[src/rtl/instr_encoder.sv]
// RV32I instruction encoder: packs decoded fields into a 32-bit word and streams it to memory.
// Optional immediate range checking is enabled by defining INSTR_ENCODER_RANGE_CHECK_EN.
module instr_encoder #(
  parameter logic [31:0] BASE_ADDRESS = 32'h0,
  parameter int          DEPTH_WORDS  = 256
) (
  input  logic                          clk,
  input  logic                          reset,
  input  logic                          restart,
  input  logic                          src_valid,
  output logic                          src_ready,
  input  logic [6:0]                    src_opcode,
  input  logic [4:0]                    src_rd,
  input  logic [4:0]                    src_rs1,
  input  logic [4:0]                    src_rs2,
  input  logic [2:0]                    src_funct3,
  input  logic [6:0]                    src_funct7,
  input  logic [31:0]                   src_imm,
  output logic                          mem_valid,
  input  logic                          mem_ready,
  output logic [31:0]                   mem_address,
  output logic [3:0]                    mem_wstrobe,
  output logic [31:0]                   mem_wdata,
  output logic [$clog2(DEPTH_WORDS):0]  written,
  output logic                          error
);

  localparam int              CW        = $clog2(DEPTH_WORDS) + 1;
  localparam logic [CW-1:0]   WR_MAX    = CW'(DEPTH_WORDS);
  localparam logic [CW-1:0]   WR_ONE    = {{(CW-1){1'b0}}, 1'b1};
  localparam logic [CW-1:0]   WR_ZERO   = {CW{1'b0}};
  localparam logic [31:0]     LAST_ADDR = BASE_ADDRESS + 32'(4 * (DEPTH_WORDS - 1));

  localparam logic [6:0] OPC_OP     = 7'b0110011;
  localparam logic [6:0] OPC_STORE  = 7'b0100011;
  localparam logic [6:0] OPC_BRANCH = 7'b1100011;
  localparam logic [6:0] OPC_LUI    = 7'b0110111;
  localparam logic [6:0] OPC_AUIPC  = 7'b0010111;
  localparam logic [6:0] OPC_JAL    = 7'b1101111;

  function automatic logic [31:0] encode(
    input logic [6:0]  opc,
    input logic [4:0]  rd,
    input logic [4:0]  rs1,
    input logic [4:0]  rs2,
    input logic [2:0]  f3,
    input logic [6:0]  f7,
    input logic [31:0] imm
  );
    logic [31:0] w;
    case (opc)
      OPC_OP:     w = {f7, rs2, rs1, f3, rd, opc};
      OPC_STORE:  w = {imm[11:5], rs2, rs1, f3, imm[4:0], opc};
      OPC_BRANCH: w = {imm[12], imm[10:5], rs2, rs1, f3, imm[4:1], imm[11], opc};
      OPC_LUI:    w = {imm[31:12], rd, opc};
      OPC_AUIPC:  w = {imm[31:12], rd, opc};
      OPC_JAL:    w = {imm[20], imm[10:1], imm[11], imm[19:12], rd, opc};
      default:    w = {imm[11:0], rs1, f3, rd, opc};
    endcase
    return w;
  endfunction

  logic              valid_r;
  logic [31:0]       wdata_r;
  logic [31:0]       addr_r;
  logic [CW-1:0]     written_r;
  logic              valid_n;
  logic [31:0]       wdata_n;
  logic [31:0]       addr_n;
  logic [CW-1:0]     written_n;
  logic              src_ready_s;
  logic              accept_s;
  logic              hs_s;
  logic              load_s;
  logic              ok_s;
  logic [31:0]       enc_s;

`ifdef INSTR_ENCODER_RANGE_CHECK_EN
  function automatic logic imm_ok(input logic [6:0] opc, input logic [31:0] imm);
    logic signed [31:0] s;
    logic               ok;
    s = $signed(imm);
    case (opc)
      OPC_OP:     ok = 1'b1;
      OPC_BRANCH: ok = !imm[0] && (s >= -32'sd4096) && (s <= 32'sd4094);
      OPC_JAL:    ok = !imm[0] && (s >= -32'sd1048576) && (s <= 32'sd1048574);
      OPC_LUI:    ok = (imm[11:0] == 12'h000);
      OPC_AUIPC:  ok = (imm[11:0] == 12'h000);
      default:    ok = (s >= -32'sd2048) && (s <= 32'sd2047);
    endcase
    return ok;
  endfunction

  logic error_r;
  assign ok_s  = imm_ok(src_opcode, src_imm);
  assign error = error_r;

  // Sticky range error: only reset clears it, restart leaves it alone.
  always_ff @(posedge clk) begin
    if (reset) begin
      error_r <= 1'b0;
    end else if (accept_s && !ok_s) begin
      error_r <= 1'b1;
    end else begin
      error_r <= error_r;
    end
  end
`else
  assign ok_s  = 1'b1;
  assign error = 1'b0;
`endif

  assign enc_s       = encode(src_opcode, src_rd, src_rs1, src_rs2, src_funct3, src_funct7, src_imm);
  assign src_ready_s = !valid_r || mem_ready;
  assign src_ready   = src_ready_s;
  assign mem_valid   = valid_r;
  assign mem_wdata   = wdata_r;
  assign mem_address = addr_r;
  assign mem_wstrobe = 4'b1111;
  assign written     = written_r;

  // Next-state: output slot, write pointer and written counter.
  always_comb begin
    accept_s  = src_valid && src_ready_s;
    hs_s      = valid_r && mem_ready;
    load_s    = accept_s && ok_s;
    valid_n   = valid_r;
    wdata_n   = wdata_r;
    addr_n    = addr_r;
    written_n = written_r;

    if (load_s) begin
      valid_n = 1'b1;
      wdata_n = enc_s;
    end else if (hs_s) begin
      valid_n = 1'b0;
    end else begin
      valid_n = valid_r;
    end

    // The output address is the pointer itself, so a word held across restart lands at BASE_ADDRESS.
    if (restart) begin
      addr_n    = BASE_ADDRESS;
      written_n = WR_ZERO;
    end else if (hs_s) begin
      addr_n    = (addr_r == LAST_ADDR) ? BASE_ADDRESS : addr_r + 32'd4;
      written_n = (written_r == WR_MAX) ? written_r : written_r + WR_ONE;
    end else begin
      addr_n    = addr_r;
      written_n = written_r;
    end
  end

  // State register with synchronous reset; a pending word is dropped on reset.
  always_ff @(posedge clk) begin
    if (reset) begin
      valid_r   <= 1'b0;
      wdata_r   <= 32'h0000_0000;
      addr_r    <= BASE_ADDRESS;
      written_r <= WR_ZERO;
    end else begin
      valid_r   <= valid_n;
      wdata_r   <= wdata_n;
      addr_r    <= addr_n;
      written_r <= written_n;
    end
  end

endmodule

[config.mk]
export PLATFORM = sky130hd
export DESIGN_NAME = instr_encoder
export DESIGN_NICKNAME = d
export VERILOG_FILES = /design/src/rtl/instr_encoder.sv
export SDC_FILE = /design/constraint.sdc
export NUM_CORES = 1
export LEC_CHECK = 0
export CORE_MARGIN = 2
export CORE_UTILIZATION = 43
export DETAILED_ROUTE_END_ITERATION = 6
export PLACE_DENSITY = 0.82
export SLEW_MARGIN = 20
export SYNTH_ARGS = -nofsm -noshare
export SYNTH_HDL_FRONTEND = slang
export SYNTH_SLANG_ARGS = --single-unit
[constraint.sdc]
create_clock -name clk -period 2.24 [get_ports clk]
set_input_delay 0.448 -clock clk [delete_from_list [all_inputs] [get_ports clk]]
set_output_delay 0.448 -clock clk [all_outputs]
set_load 0.05 [all_outputs]
==> flow_metrics.tcl <==
set metrics [dict create \
    drc_errors 0 \
    fin_area_um2 5480 \
    die_h_um 95.8 \
    switchingPower_mw 0.831 \
    clkSinkCount 72 \
    core_um2 8180 \
    grt_pass1_wl_um 17900 \
    antenna_found_initial 0 \
    path_max_fanout 10 \
    cts_tree "yes" \
    vias 3964 \
    drt_wl_total_um 11300 \
    grt_overflow 0 \
    post-route-period-util_pct 97.2 \
    fillerInstances 685 \
    dp_hpwl_um 8800 \
    worstPathCellList "clkdlybuf4s50_1" \
    antenna_cells 0 \
    numCtsBuffers 9 \
    r2r_start "mem_address[11]$_SDFFE_PP0P_" \
    slew_viol_final 0 \
    start_util_pct 44.3 \
    synth_area_leaders "dfxtp_1, a21oi_1, nor2_1" \
    syn_area_um2 3620 \
    crit_path_end_kind "output port" \
    clock_path_buffers 2 \
    dpl_cell_area_um2 5280 \
    die-area_um2 9180 \
    vias_per_cell 5.68 \
    ctsHoldBuffers 0 \
    synth_top_area_share_pct 39.8 \
    grt_use_total_pct 24.9 \
    tightest_slew_ns 0.554 \
    report.final.hold_viol_count 0 \
    holdPathEnd "mem_wdata[6]$_SDFFE_PP0P_" \
    fin_setup_tns_ns 0 \
    drv_cap 0 \
    status "complete, no violations" \
    synth_area_leader_cell "dfxtp_1" \
    ant_nets 0 \
    p_int_mw 2.15 \
    irDropWorstVdd_v 0.000308 \
    rows 33 \
    startpoint_type "register" \
    fp.dieW_um 95.8 \
    grt_pass1_vias 3772 \
    dr.first_iter.drc_count 138 \
    p_clk_share_pct 34.7 \
    synth_seq_cells 72 \
    crit_buf_inv 1 \
    syn_to_final_growth_pct 51.2 \
    cts_max_level 3 \
    gp_congestion 0.935 \
    synth.distinct_cells 48 \
    crit_slowest_cell "clkdlybuf4s50_1" \
    layout_setup_ws_ns 0.0625 \
    leakagePower_nw 1.93 \
    rsz0062_at_grt "false" \
    crit_type "register to output port" \
    io_buffers 141 \
    clock_latency_ns 0.34 \
    maxSlewHeadroom_pct 63.0 \
    max_clock_freq_ghz 0.459 \
    synthCells 437 \
    drive_gt1_share_pct 9.61 \
    synth_seq_area_share_pct 39.8 \
    worstPathRequired_ns 1.79 \
    powerDensity_nw_per_um2 544 \
    clk_pin_slew_ns 0.07 \
    avgRoutedWirePerCell_um 16.2 \
    hp-start "mem_wdata[6]$_SDFFE_PP0P_" \
    min_delay_path_depth 2 \
    hp-class "register to register" \
    ys.flop_type "dfxtp_1" \
    first_pass_iters 4 \
    synth.avg_cell_area_um2 8.29 \
    worstRegToRegCells 4 \
    setup-violations-final 0 \
    root_buffer "clkbuf_8" \
    pwr-share-seq_pct 45.3 \
    p_comb_share_pct 20.0 \
    r2r_slack_ns 0.12 \
    critPathArrivalTime_ns 1.73 \
    async_reset_ff_share_pct 0 \
    grt_max_degree 35 \
    fin_crit_ns 2.18 \
    power.share.switching_pct 27.8 \
    io_pins 149 \
    path_delay_family "buffers and inverters" \
    yosysWarningCount 0 \
    nets 660 \
    synth-edff-count 0 \
    post_cts_resized 0 \
    skew_ns 0.00454 \
    cts_setup_buffers 0 \
    r2r-end "mem_address[29]$_SDFFE_PP0P_" \
    dp_slack_ns -0.0774 \
    max_stage_delay_ns 0.87 \
]
area by class of cell:
cell class	count	area, µm²	share of cell area, %
multi-input cells	322	1990	36.3
repair buffers	169	1660	30.2
flip-flops and latches	72	1450	26.5
clock buffers	13	159	2.90
well taps	105	131	2.40
inverters	14	52.6	0.959
clock inverters	3	40.0	0.730
cells in the final DEF, fill, tap and decap left out, drive strengths merged, types with 2 or more instances in the layout:
| cell | Yosys | routed |
|---|---|---|
| clkdlybuf4s50 | 0 | 140 |
| dfxtp | 72 | 72 |
| nor2 | 47 | 47 |
| a21oi | 37 | 37 |
| nand2 | 32 | 32 |
| buf | 10 | 29 |
| a211oi | 22 | 22 |
| nand4 | 18 | 18 |
| mux2i | 16 | 16 |
| inv | 14 | 14 |
| or4 | 14 | 14 |
| nand3 | 13 | 13 |
| o31ai | 13 | 13 |
| o21ai | 13 | 13 |
| clkbuf | 24 | 13 |
| nor4 | 12 | 12 |
| xor2 | 8 | 8 |
| xnor2 | 8 | 8 |
| or3 | 7 | 7 |
| conb | 2 | 7 |
| and3 | 6 | 6 |
| a22oi | 6 | 6 |
| and2 | 4 | 4 |
| nand3b | 4 | 4 |
| a221oi | 4 | 4 |
| nor3 | 3 | 3 |
| ha | 3 | 3 |
| nand2b | 2 | 2 |
| or2 | 2 | 2 |
| nor4bb | 2 | 2 |
| nor2b | 2 | 2 |
| nand4b | 2 | 2 |
| and4 | 2 | 2 |
| clkinv | 0 | 2 |
sequential cells by signal, indices dropped and copies added, names as in the netlist:
name and count:
mem_address 30, mem_valid 1, mem_wdata 32, written 9
power groups by stage:
stage	logic (mW)	registers, mW	clock network [mW]
4_1_cts	0.599	1.35	1.06
3_3_place_gp	0.589	1.38	0
3_5_place_dp	0.597	1.38	0
6_report	0.598	1.35	1.03
5_1_grt	0.634	1.36	1.12
2_1_floorplan	0.172	1.53	0
metrics by stage:
stage               hold WS, ns  power (mW)  util [%]  std cells
floorplan                 0.577        1.70         -        442
global placement          0.446        1.97      64.6        682
detailed placement        0.448        1.98      64.6        682
CTS                       0.460        3.01      67.0        698
global route              0.488        3.11      67.0        698
finish                    0.454        2.98      67.0        698
routing by layer:
metal | routed length (µm) | global-route usage (%) | up-vias | part of all wire, %
li1 | - | - | 1903 | -
met3 | 1030 | 8.30 | 31 | 9.1
met1 | 4370 | 28.2 | 1851 | 39
met5 | 0 | 0 | - | 0
met2 | 5500 | 42.2 | 179 | 49
met4 | 404 | 11.2 | 0 | 3.6
cells by family (layout without fill, tap and decap cells):
group	after synthesis	after routing	share of synthesized area [%]
other	2	7	0.207
AND/OR/NAND/NOR	173	173	25.5
flip-flops	72	72	39.8
adder cells (fa/ha/maj)	3	3	1.04
AO/OA/AOI/OAI	106	106	19.1
XOR/XNOR	16	16	3.87
buffers and inverters	48	199	5.80
multiplexers	17	17	4.73
how the worst max path moves through the flow:
stage	start	end	slack (ns)	cells after the start
after floorplan	mem_address[17]$_SDFFE_PP0P_	mem_address[29]$_SDFFE_PP0P_	0.002	5
after global placement	mem_ready	mem_address[28]$_SDFFE_PP0P_	-0.03	5
after detailed placement	mem_ready	mem_address[28]$_SDFFE_PP0P_	-0.08	5
after CTS	mem_valid$_SDFFE_PP0P_	mem_valid	0.05	1
after global routing	mem_valid$_SDFFE_PP0P_	mem_valid	0.01	1
final	mem_valid$_SDFFE_PP0P_	mem_valid	0.06	1
synth_stat cells, drive strengths merged, types with 8 or more instances:
cell and number:
dfxtp 72, inv 14, mux2i 16, or4 14, o31ai 13, o21ai 13
xnor2 8, nor4 12, xor2 8, buf 10, clkbuf 24, nand4 18
nand3 13, nor2 47, a21oi 37, nand2 32, a211oi 22
Note: power is estimated with default switching activity, not from simulation.
